File: config.mk
export PLATFORM = sky130hd
export DESIGN_NAME = control_sequencer
export DESIGN_NICKNAME = d
export VERILOG_FILES = /design/src/rtl/control_sequencer.sv
export SDC_FILE = /design/constraint.sdc
export NUM_CORES = 1
export LEC_CHECK = 0
export ABC_AREA = 1
export CAP_MARGIN = 20
export CORE_UTILIZATION = 41
export DETAILED_ROUTE_END_ITERATION = 16
export PLACE_DENSITY = 0.76
export SLEW_MARGIN = 20
export SYNTH_ARGS = -nofsm -noshare
export SYNTH_HDL_FRONTEND = slang
export SYNTH_SLANG_ARGS = --single-unit
export TNS_END_PERCENT = 30
File: constraint.sdc
create_clock -name i_clk -period 1.4 [get_ports i_clk]
set_input_delay 0.28 -clock i_clk [delete_from_list [all_inputs] [get_ports i_clk]]
set_output_delay 0.28 -clock i_clk [all_outputs]
set_load 0.01 [all_outputs]
File: src/rtl/control_sequencer.sv
// control_sequencer: registered, handshaked instruction decoder.
// Accepts one instruction per valid/ready beat and decodes it into stack,
// register, ALU and jump controls one cycle later. A stack write holds its
// controls until the stack memory acknowledges it, or until a bounded wait
// expires and sets a sticky error.
//
// Ports
//   i_clk, i_rst_n        clock (rising edge), asynchronous active-low reset
//   i_instr_valid/o_instr_ready   instruction handshake
//   i_instruction         instruction word, bit 0 is the MSB
//   i_stall               datapath stall, freezes state, counter and outputs
//   i_stk_ack             stack write complete
//   o_ctrl_valid          control word below is meaningful this cycle
//   o_stk_addr_sel, o_stk_wr, o_stk_sel, o_sp_ctrl  stack controls
//   o_reg_wr, o_reg_sel, o_carry_wr, o_alu_op       register/ALU controls
//   o_j_sel, o_j_tgt      jump condition and target
//   o_squashed            current control word is a squashed slot
//   o_err                 sticky stack-ack timeout
//
// Build option
//   CTRL_JUMP_SQUASH_EN   when defined, the instruction accepted after a jump
//                         word is turned into a valid, all-zero, squashed slot.
module control_sequencer #(
    parameter int unsigned INSTR_W     = 18,
    parameter int unsigned JTGT_W      = 6,
    parameter int unsigned ACK_TIMEOUT = 15,
    parameter int unsigned TMO_W       = 4
) (
    input  logic               i_clk,
    input  logic               i_rst_n,
    input  logic               i_instr_valid,
    output logic               o_instr_ready,
    input  logic [0:INSTR_W-1] i_instruction,
    input  logic               i_stall,
    input  logic               i_stk_ack,
    output logic               o_ctrl_valid,
    output logic               o_stk_addr_sel,
    output logic               o_stk_wr,
    output logic               o_stk_sel,
    output logic [1:0]         o_sp_ctrl,
    output logic               o_reg_wr,
    output logic               o_reg_sel,
    output logic               o_carry_wr,
    output logic [4:0]         o_alu_op,
    output logic [2:0]         o_j_sel,
    output logic [JTGT_W-1:0]  o_j_tgt,
    output logic               o_squashed,
    output logic               o_err
);

    // Registered control word: stk_addr_sel, stk_wr, stk_sel, sp_ctrl[2],
    // reg_wr, reg_sel, carry_wr, alu_op[5], j_sel[3], j_tgt[JTGT_W].
    localparam int unsigned CTRL_W = 16 + JTGT_W;

    typedef enum logic [1:0] {
        ST_IDLE     = 2'd0,
        ST_EXEC     = 2'd1,
        ST_WAIT_ACK = 2'd2
    } state_t;

    state_t             state;
    state_t             state_next;
    logic [TMO_W-1:0]   cnt_q;
    logic [TMO_W-1:0]   cnt_next;
    logic [TMO_W-1:0]   cnt_inc;
    logic               err_next;
    logic [CTRL_W-1:0]  ctrl_q;
    logic [CTRL_W-1:0]  ctrl_next;
    logic [CTRL_W-1:0]  dec_word;
    logic               valid_next;
    logic               accept;
    logic               expire;
    logic               clear;

    logic               d_asel;
    logic               d_wr;
    logic               d_sel;
    logic               d_rwr;
    logic               d_rsel;
    logic               d_cwr;
    logic [4:0]         d_alu;
    logic [2:0]         d_jsel;
    logic [JTGT_W-1:0]  d_jtgt;

    // Bit 8 (and any bits past the jump target) carry no control meaning.
    logic               unused_instr;
    assign unused_instr = ^i_instruction;

    // Instruction decode; only class 00 produces non-zero controls.
    always_comb begin
        d_asel = 1'b0;
        d_wr   = 1'b0;
        d_sel  = 1'b0;
        d_rwr  = 1'b0;
        d_rsel = 1'b0;
        d_cwr  = 1'b0;
        d_alu  = '0;
        d_jsel = '0;
        d_jtgt = '0;
        if (i_instruction[0:1] == 2'b00) begin
            d_asel = ~i_instruction[3] & i_instruction[4];
            d_wr   = i_instruction[3] & i_instruction[7];
            d_sel  = i_instruction[3];
            d_rwr  = i_instruction[6];
            d_rsel = ~i_instruction[3] & ~i_instruction[4];
            d_cwr  = i_instruction[2];
            d_alu  = i_instruction[3:7];
            d_jsel = i_instruction[9:11];
            d_jtgt = i_instruction[12:11+JTGT_W];
        end
    end

    assign dec_word = {d_asel, d_wr, d_sel, d_asel, d_wr, d_rwr, d_rsel, d_cwr,
                       d_alu, d_jsel, d_jtgt};

    assign {o_stk_addr_sel, o_stk_wr, o_stk_sel, o_sp_ctrl, o_reg_wr, o_reg_sel,
            o_carry_wr, o_alu_op, o_j_sel, o_j_tgt} = ctrl_q;

    // Ready is a live handshake term: it drops in the same cycle as a stall.
    assign o_instr_ready = ~i_stall & ~o_err &
                           ((state == ST_IDLE) | ((state == ST_EXEC) & ~o_stk_wr));
    assign accept  = i_instr_valid & o_instr_ready;

    // cnt_q counts completed wait cycles; the wait expires at the end of
    // wait cycle ACK_TIMEOUT unless an ack arrives in that same cycle.
    assign cnt_inc = cnt_q + TMO_W'(1);
    assign expire  = (cnt_inc == TMO_W'(ACK_TIMEOUT));

    // Controls fall back to zero whenever the sequencer returns to IDLE.
    assign clear = ~i_stall &
                   (((state == ST_EXEC) & ~o_stk_wr & ~accept) |
                    ((state == ST_WAIT_ACK) & (i_stk_ack | expire)));

    // FSM state register
    always_ff @(posedge i_clk or negedge i_rst_n) begin
        if (!i_rst_n) begin
            state <= ST_IDLE;
            cnt_q <= '0;
            o_err <= 1'b0;
        end else begin
            state <= state_next;
            cnt_q <= cnt_next;
            o_err <= err_next;
        end
    end

    // Next-state, ack-timeout counter and sticky error
    always_comb begin
        state_next = state;
        cnt_next   = cnt_q;
        err_next   = o_err;
        if (!i_stall) begin
            case (state)
                ST_IDLE: begin
                    if (accept) state_next = ST_EXEC;
                end
                ST_EXEC: begin
                    if (o_stk_wr)     state_next = ST_WAIT_ACK;
                    else if (!accept) state_next = ST_IDLE;
                end
                ST_WAIT_ACK: begin
                    if (i_stk_ack) begin
                        state_next = ST_IDLE;
                        cnt_next   = '0;
                    end else if (expire) begin
                        state_next = ST_IDLE;
                        cnt_next   = '0;
                        err_next   = 1'b1;
                    end else begin
                        cnt_next   = cnt_inc;
                    end
                end
                default: state_next = ST_IDLE;
            endcase
        end
    end

`ifdef CTRL_JUMP_SQUASH_EN
    logic squash_pend_q;
    logic squash_pend_next;
    logic squashed_q;
    logic squashed_next;
    logic squash_now;

    // A jump word in EXEC squashes whatever is accepted next, either in the
    // same cycle or later via the pending flag.
    assign squash_now = squash_pend_q | ((state == ST_EXEC) & (o_j_sel != 3'b000));
    assign o_squashed = squashed_q;
`endif

    // Output next-value logic: load, clear or hold the control word
    always_comb begin
        ctrl_next  = ctrl_q;
        valid_next = o_ctrl_valid;
`ifdef CTRL_JUMP_SQUASH_EN
        squashed_next    = squashed_q;
        squash_pend_next = squash_pend_q;
        if (accept) begin
            squash_pend_next = 1'b0;
        end else if (~i_stall & (state == ST_EXEC) & (o_j_sel != 3'b000)) begin
            squash_pend_next = 1'b1;
        end
`endif
        if (accept) begin
            valid_next = 1'b1;
`ifdef CTRL_JUMP_SQUASH_EN
            ctrl_next     = squash_now ? '0 : dec_word;
            squashed_next = squash_now;
`else
            ctrl_next     = dec_word;
`endif
        end else if (clear) begin
            valid_next = 1'b0;
            ctrl_next  = '0;
`ifdef CTRL_JUMP_SQUASH_EN
            squashed_next = 1'b0;
`endif
        end
    end

    // Output registers
    always_ff @(posedge i_clk or negedge i_rst_n) begin
        if (!i_rst_n) begin
            ctrl_q       <= '0;
            o_ctrl_valid <= 1'b0;
        end else begin
            ctrl_q       <= ctrl_next;
            o_ctrl_valid <= valid_next;
        end
    end

`ifdef CTRL_JUMP_SQUASH_EN
    // Squash bookkeeping registers
    always_ff @(posedge i_clk or negedge i_rst_n) begin
        if (!i_rst_n) begin
            squash_pend_q <= 1'b0;
            squashed_q    <= 1'b0;
        end else begin
            squash_pend_q <= squash_pend_next;
            squashed_q    <= squashed_next;
        end
    end
`else
    assign o_squashed = 1'b0;
`endif

endmodule
==> summary.txt <==
Status
  • Outcome: finished, violations left
  • Failing checks: negative setup slack

Synth
  • Post-synthesis compound-gate area fraction: 0.03114
  • Synthesized area per cell: 9.579 µm²
  • Seq/Total Area, Yosys: 0.4498
  • Largest family of logic cells by synthesized area: simple AND/OR/NAND/NOR gates
  • Synth warn: 0
  • Post-Synthesis Cells: 151
  • Register bit total from synthesis: 26
  • Synthesized Nets: 176
  • Post-Synth XOR/XNOR Area: 0
  • Synth Area in Simple Gates: 0.3936
  • Multiplexer share of the synthesized area: 0
  • Cell variety after synth: 27
  • Synthesized area: 1446 µm²
  • Synth Area in Adders: 0.01730

Final layout
  • Diodes inserted: 0
  • Final Core Density: 0.6391
  • Nets: 242
  • Storage cell area: 651.9 µm²
  • Area grow syn2layout: 48.62%
  • Share of cells above drive strength 1: 0.4352
  • Fill count: 305
  • Multi-input gate area: 760.7 µm²

Floorplanning
  • Die area: 3769 µm²
  • Die extent in x: 61.40 µm
  • Row count: 21
  • Core Box Area: 3363 µm²
  • Top-level port count: 49
  • Initial core utilization: 0.4301
  • Die height: 61.40 µm

Worst setup path
  • Req. time, crit path: 1670 ps
  • Crit. Startpoint: state[0]
  • CP arrival: 1690 ps
  • Crit-path max FO: 11
  • CP Class: register to register
  • Worst r2r src: state[0]
  • CP endpoint kind: register
  • Crit start category: register

Timing
  • WHS: 311.0 ps
  • Final cycle utilization of the critical path: 1.018
  • Setup TNS: -111.5 ps
  • Final worst slack: -24.51 ps
  • Min Tclk post-route: 1425 ps
  • RSZ-0062 raised after global routing: true
  • Max-slew violation count: 0
  • Achievable Freq: 702.0 MHz
  • Final setup fails: 7
  • Worst Skew: 2.768 ps
  • Hold Vio Cnt, Final: 0

Clocking
  • Clock latency on the worst-skew pair: 310 ps
  • CTS Sinks: 26
  • Clk buf depth: 2
  • H-tree Lvls: 1
  • CTS tree: yes
  • CTS clk-pin slew, worst paths: 140 ps
  • Cts hold-fix bufs: 0
  • Clock Tree Root: clkbuf_4
  • Total CTS buffers: 3

Power
  • Leak: 1.115 nW
  • Power density cells: 578.2 nW/µm²
  • VDD IR-drop max: 393.3 µV
  • Tot Pwr: 1.243 mW

Route
  • Max Used Layer: met4
  • Routed WL: 3421 µm
  • Post-route DRC: 0
  • Wl on met1: 1433 µm
  • Post-DR wirelength/cell: 13.06 µm
  • Met3 WL post-DR: 141 µm
  • Met2 Routed Length: 1814 µm
  • Via total after detailed routing: 1,249
  • DRT antenna net count: 0
  • Via density: 4.767
  • DR iter-0 viols: 38
  • TritonRoute pass-1 iters: 4

GRT
  • Gr usage total: 0.1824
  • Vias in the first global route: 1,240
  • Largest net degree at the start of global routing: 27
  • First-pass GRT wire length: 5106 µm
  • Initial antenna violation count: 0
  • Remaining Overflow, GRT: 0

Worst hold path
  • Worst Hold Class: input pin to async pin

Place
  • HPWL Detailed: 2335 µm
  • Placer Congestion: 0.7384
  • Port bufs: 46

Flow run
  • Max-cap viol count: 0
==> cell type report <==
| class | count | area share |
|---|---|---|
| Clock buffer | 4 | 0.01688 |
| Inverter | 13 | 0.02619 |
| Multi-Input combinational cell | 106 | 0.3539 |
| Sequential cell | 26 | 0.3033 |
| Tap cell | 46 | 0.02678 |
| Timing Repair Buffer | 67 | 0.2730 |
==> worst max-delay path: stages, from the launching register on <==
cell and delay, ps:
dfrtp_1 430, a21oi_2 140, nand2_1 70, inv_2 60, buf_4 110, nand2_4 80
nor2_8 190, buf_4 180, nand2_2 60, nand2_2 60
==> sequential cells by signal (all words and copies together), names as in the netlist <==
register,count
o_err,1
ctrl_q,18
state,2
o_ctrl_valid,1
cnt_q,4
==> worst paths after layout <==
check	end	slack (ps)	cells past startpoint
min in group i_clk	ctrl_q[4]	480	3
worst max register to register	ctrl_q[19]	-20	9
worst min register to register	ctrl_q[11]	520	2
worst min-delay path	o_err	310	2
max in group asynchronous	cnt_q[1]	810	2
worst max-delay path	ctrl_q[19]	-20	9
==> what timing repair did <==
| action | 4_1_cts | 5_1_grt |
|---|---|---|
| setup buffers | 4 | 2 |
| setup endpoints to repair | 45 | 26 |
| pin swaps | 1 | 2 |
| resized for setup | 34 | 25 |
| cloned | 0 | 2 |
==> stage by stage <==
stage                     setup slack [ps]  area, µm²  cells
after floorplan                      12.11       1449    151
after global placement              -321.9       1994    250
after detailed placement            -334.7       1994    250
after CTS                           -127.4       2037    258
after global routing                -108.3       2150    262
final                               -24.51       2150    262
==> power by group <==
part / internal [mW] / switching (mW) / total, mW / leakage, nW
sequential: 0.751 / 0 / 0.751 / 0.346
clock: 0.159 / 0.225 / 0.383 / 0.0210
combinational: 0.0620 / 0.0464 / 0.108 / 0.748
==> placed cells by master (no fill, tap or decap), drive strengths merged <==
cell type      instances
nor2                   9
buf                   23
inv                   13
o22ai                  1
nand3                 24
nand4                  3
a21oi                  1
o31ai                  1
clkdlybuf4s50         21
dfrtp                 26
o21ai                  4
clkdlybuf4s15          1
ha                     2
clkbuf                 6
conb                   1
nand2b                 1
a31oi                  1
nand2                 57
or2                    1
dlygate4sd2           20
==> layer usage <==
metal / track usage / vias to the layer above
met5: 0 / -
met4: 0.04127 / 0
met3: 0.04202 / 4
met2: 0.3276 / 33
met1: 0.2233 / 605
li1: - / 607
==> synthesized netlist by cell type <==
cell,number,area (µm²)
o21ai_0,1,5.000
inv_1,9,33.78
dfrtp_1,26,650.6
buf_4,5,37.54
clkinv_2,1,5.000
nor2_1,7,26.28
o31ai_1,1,7.510
nand3_2,10,100.1
nand2_8,1,20.02
o22ai_1,1,6.260
o21ai_1,3,15.01
nand2_4,4,45.04
nor2_4,1,11.26
nand4_1,3,18.77
ha_1,2,25.02
nor2_8,1,20.02
nand3_1,14,70.07
conb_1,1,3.750
a31oi_1,1,6.260
nand2b_1,1,6.260
nand2_2,23,143.9
buf_12,3,60.06
a21oi_1,1,5.000
inv_2,2,7.510
or2_2,1,6.260
inv_6,1,8.760
nand2_1,27,101.4
==> cell families (layout without fill, tap and decap cells) <==
| kind of cell | Yosys count | in the layout |
|---|---|---|
| other | 1 | 1 |
| AOI/OAI and AO/OA | 8 | 8 |
| DFF | 26 | 26 |
| and+or+nand+nor | 93 | 95 |
| adders and majority gates | 2 | 2 |
| buffers and inverters | 21 | 84 |
(Power assumes the default switching activity.)
==> RTL change 1 (same settings) <==
Add a define of `CTRL_JUMP_SQUASH_EN`.
--- a/src/rtl/control_sequencer.sv
+++ b/src/rtl/control_sequencer.sv
@@ -20,6 +20,8 @@
 // Build option
 //   CTRL_JUMP_SQUASH_EN   when defined, the instruction accepted after a jump
 //                         word is turned into a valid, all-zero, squashed slot.
+`define CTRL_JUMP_SQUASH_EN
+
 module control_sequencer #(
     parameter int unsigned INSTR_W     = 18,
     parameter int unsigned JTGT_W      = 6,
Check against the original RTL: not equivalent (Yosys sat finds a counterexample within 4 cycles, from zero or initial values and one cycle with i_rst_n low).
==> RTL change 1 against the unedited design <==
The flow still finishes with violations (negative setup slack). Worst setup slack worse by 57 ps. Critical path depth is 1 lower. Total power is 16% higher. Cell count is 7.3% higher. Cell area is 0.23% higher. Synthesized area is 6.1% lower. Synthesized cell count is 7.9% higher. Wire length is 4.6% lower. Sequential cell count is 2 higher. Largest power group unchanged.
==> RTL change 1: results (changes against the unedited design) <==
number of cells on the worst reg-to-reg path=8 (was 9); GRT Total Usage=20.7% (was 18.2%); Cells after DPL=268 (was 250); CTS resizes=43 (was 34); status=finished, violations left (unchanged); CP Max Fanout=9 (was 11); Sw Share=19.3% (was 21.8%); Post CTS Setup Buffer Count=7 (was 4); largest net degree at the start of global routing=29 (was 27); wire per inst=11.6 microns (was 13.1 microns); fillers=270 (was 305); clock buf count=3 (was 4); syn_nets=188 (was 176); first-pass GRT wire length=5420 microns (was 5110 microns); share of layout cells above drive strength 1=27.0% (was 43.5%); Layout Nets=263 (was 242); Cells after Synth=163 (was 151); Multi-input gate area=578 sq um (was 761 sq um); Total Power=1.44 mW (was 1.24 mW); final setup vio count=27 (was 7); GP Congestion=0.777 (was 0.738); clock tree sinks=28 (was 26); adder-cell share of the synthesized area=1.84% (was 1.73%); failing checks=negative setup slack (unchanged); Peak VDD IR=0.469 mV (was 0.393 mV); Skew-Pair Late Insertion Delay=330 ps (was 310 ps); Min Hold Slack=308 ps (was 311 ps); inverter count=20 (was 13); worst setup margin=-81.6 ps (was -24.5 ps); core area=3100 sq um (was 3360 sq um); Non-CTS buffers=78 (was 67); Post-synth top cells=nand2_1, dfrtp_1, nand3_1 (was nand2_1, dfrtp_1, nand2_2); ClkCell Share=2.44% (was 1.69%); clk pwr=525 uW (was 383 uW); Reg area=701 sq um (was 652 sq um)
RTL change 1: cell count changes in the layout (fill, tap and decap cells not counted), sizes merged, moves of 2 or more:
cell   before  now
buf        23   35
dfrtp      26   28
inv        13   20
nand2      57   53
nand3      24   27
o21ai       4    6
RTL change 1: critical path: cells and delay by family, from the launching register on:
family          cells  cell delay, ps
simple gates        4             460
flops               1             440
buf+inv             3             420
compound gates      1              70
RTL change 1: how the worst max path moves through the flow:
stage / end
2_1_floorplan: o_squashed
3_3_place_gp: o_instr_ready
3_5_place_dp: o_instr_ready
4_1_cts: o_squashed
5_1_grt: ctrl_q[9]
6_report: o_squashed
RTL change 1: layer usage:
layer | up-vias | global-route usage (%) | part of all wire, %
met3 | 4 | 3.71 | 5.3
li1 | 668 | - | -
met4 | 0 | 7.64 | 1.2
met2 | 44 | 38.0 | 53
met1 | 628 | 23.7 | 41
met5 | - | 0 | 0
==> RTL change 2 (same flow settings) <==
Without the edit above. Encoding of `state_t`: now one-hot (3 bits for 3 states).
--- a/src/rtl/control_sequencer.sv
+++ b/src/rtl/control_sequencer.sv
@@ -52,10 +52,10 @@
     // reg_wr, reg_sel, carry_wr, alu_op[5], j_sel[3], j_tgt[JTGT_W].
     localparam int unsigned CTRL_W = 16 + JTGT_W;
 
-    typedef enum logic [1:0] {
-        ST_IDLE     = 2'd0,
-        ST_EXEC     = 2'd1,
-        ST_WAIT_ACK = 2'd2
+    typedef enum logic [2:0] {
+        ST_IDLE     = 3'b001,
+        ST_EXEC     = 3'b010,
+        ST_WAIT_ACK = 3'b100
     } state_t;
 
     state_t             state;
Function: no difference found for any inputs over 10 cycles, from zero or initial values and one cycle with i_rst_n low; not proved beyond that.
==> RTL change 2 against the unedited design <==
The flow still finishes with violations (negative setup slack). Cell area grew 8.1%. Worst hold slack worse by 16 ps. Sequential cell count grew 1. Register-to-register slack got worse by 220 ps. Count of clock-buffer cells in the layout is the same. Synthesized area fell by 2.2%. Worst setup slack lost 220 ps. Sequential share of layout area shrank 1.1 points. Wire length increased by 20%.
Power is not compared: it rests on default switching activity, and its combinational part moved more than twofold at a synthesized area within 25%.
==> RTL change 2: results (changes against the unedited design) <==
Non-CTS buffers=85 (was 67); Layout Nets=272 (was 242); sum of negative setup slack=-5550 ps (was -112 ps); met3 GRT Util=3.84% (was 4.20%); final setup vio count=28 (was 7); sequential cell area share=29.2% (was 30.3%); Post CTS Setup Buffer Count=12 (was 4); skew final=5.37 ps (was 2.77 ps); DR iter-0 viols=108 (was 38); Reg area=678 sq um (was 652 sq um); ClkCell Share=1.13% (was 1.69%); Combinational Power=1.92 mW; met2 Track Usage GR=43.3% (was 32.8%); largest net degree at the start of global routing=28 (was 27); Yosys Warn Count=0 (unchanged); LEAKAGE=1.19 nW; Multi-input gate area=649 sq um (was 761 sq um); wl on met1=1610 microns (was 1430 microns); multi-input gates=95 (was 106); Post-Place Setup Slack=-391 ps (was -335 ps); diodes inserted=0 (unchanged); CTS resizes=56 (was 34); Internal=2.19 mW; Critical Path Max Stage Delay=600 ps (was 430 ps); wire per inst=14.1 microns (was 13.1 microns); Post-synth top cells=inv_1, nand2_1, dfrtp_1 (was nand2_1, dfrtp_1, nand2_2); NonClk Buf Share=33.7% (was 27.3%); met1 Use GR=26.3% (was 22.3%); met3 WL=188 microns (was 141 microns); met2 routed wirelength=2170 microns (was 1810 microns); GRT Total Usage=23.9% (was 18.2%); worst setup margin=-246 ps (was -24.5 ps); fin util=73.7% (was 63.9%); Skew-Pair Late Insertion Delay=330 ps (was 310 ps); Distinct cells, synth=25 (was 27); CP Max Fanout=3 (was 11); first drt pass iteration count=4 (unchanged); Cells after Synth=164 (was 151); first-pass GRT wire length=6310 microns (was 5110 microns); Largest delay share family, worst path=flip-flops (was simple AND/OR/NAND/NOR gates); GP Congestion=0.854 (was 0.738); placed cell area=2080 sq um (was 1990 sq um); register area share after synthesis=47.9% (was 45.0%); clock slew at reported path FFs=150 ps; fillers=239 (was 305); syn_nets=189 (was 176); share of layout cells above drive strength 1=40.7% (was 43.5%); top cells by area, synth=dfrtp_1, inv_1, nand2_1 (was dfrtp_1, nand2_2, nand2_1); Critical Path RT=1120 ps (was 1670 ps); post-DP HPWL=2630 microns (was 2330 microns); Via density=4.82 (was 4.77); post-synthesis register bit count=27 (was 26); status=finished, violations left (unchanged); vias in the first global route=1462 (was 1240); inverter count=35 (was 13); Largest regs=ctrl_q: 18 flops, cnt_q: 4 flops, state: 3 flops (was ctrl_q: 18 flops, cnt_q: 4 flops, state: 2 flops); Worst path slowest cell=dfstp_2 (was dfrtp_1); Routed WL=4100 microns (was 3420 microns); failing checks=negative setup slack (unchanged)
==> RTL change 2: cell count changes after synthesis, sizes merged, moves of 3 or more <==
cell    before  now
o21ai        4   22
o21bai       0    3
nand2       55   38
inv         12   34
nand3       24   12
==> RTL change 2: cells by family (layout without fill, tap and decap cells) <==
kind of cell             after synthesis  after routing  synth area share, %
other                                  1              1                0.265
buffers and inverters                 42            124                 13.9
AO/OA/AOI/OAI                         28             28                 14.2
flip-flops                            27             27                 47.9
AND/OR/NAND/NOR                       64             64                 22.0
adder cells (fa/ha/maj)                2              2                 1.77
==> RTL change 2: path summary, 6_finish.rpt <==
kind	startpoint	end	slack, ps	cells past startpoint
worst max-delay path	state[0]	o_instr_ready	-250	5
min in group i_clk	i_instruction[17]	ctrl_q[0]	480	3
worst max register to register	cnt_q[0]	ctrl_q[2]	-240	10
worst min-delay path	i_rst_n	o_ctrl_valid	300	2
max in group asynchronous	i_rst_n	state[0]	800	2
worst min register to register	ctrl_q[5]	ctrl_q[5]	540	2
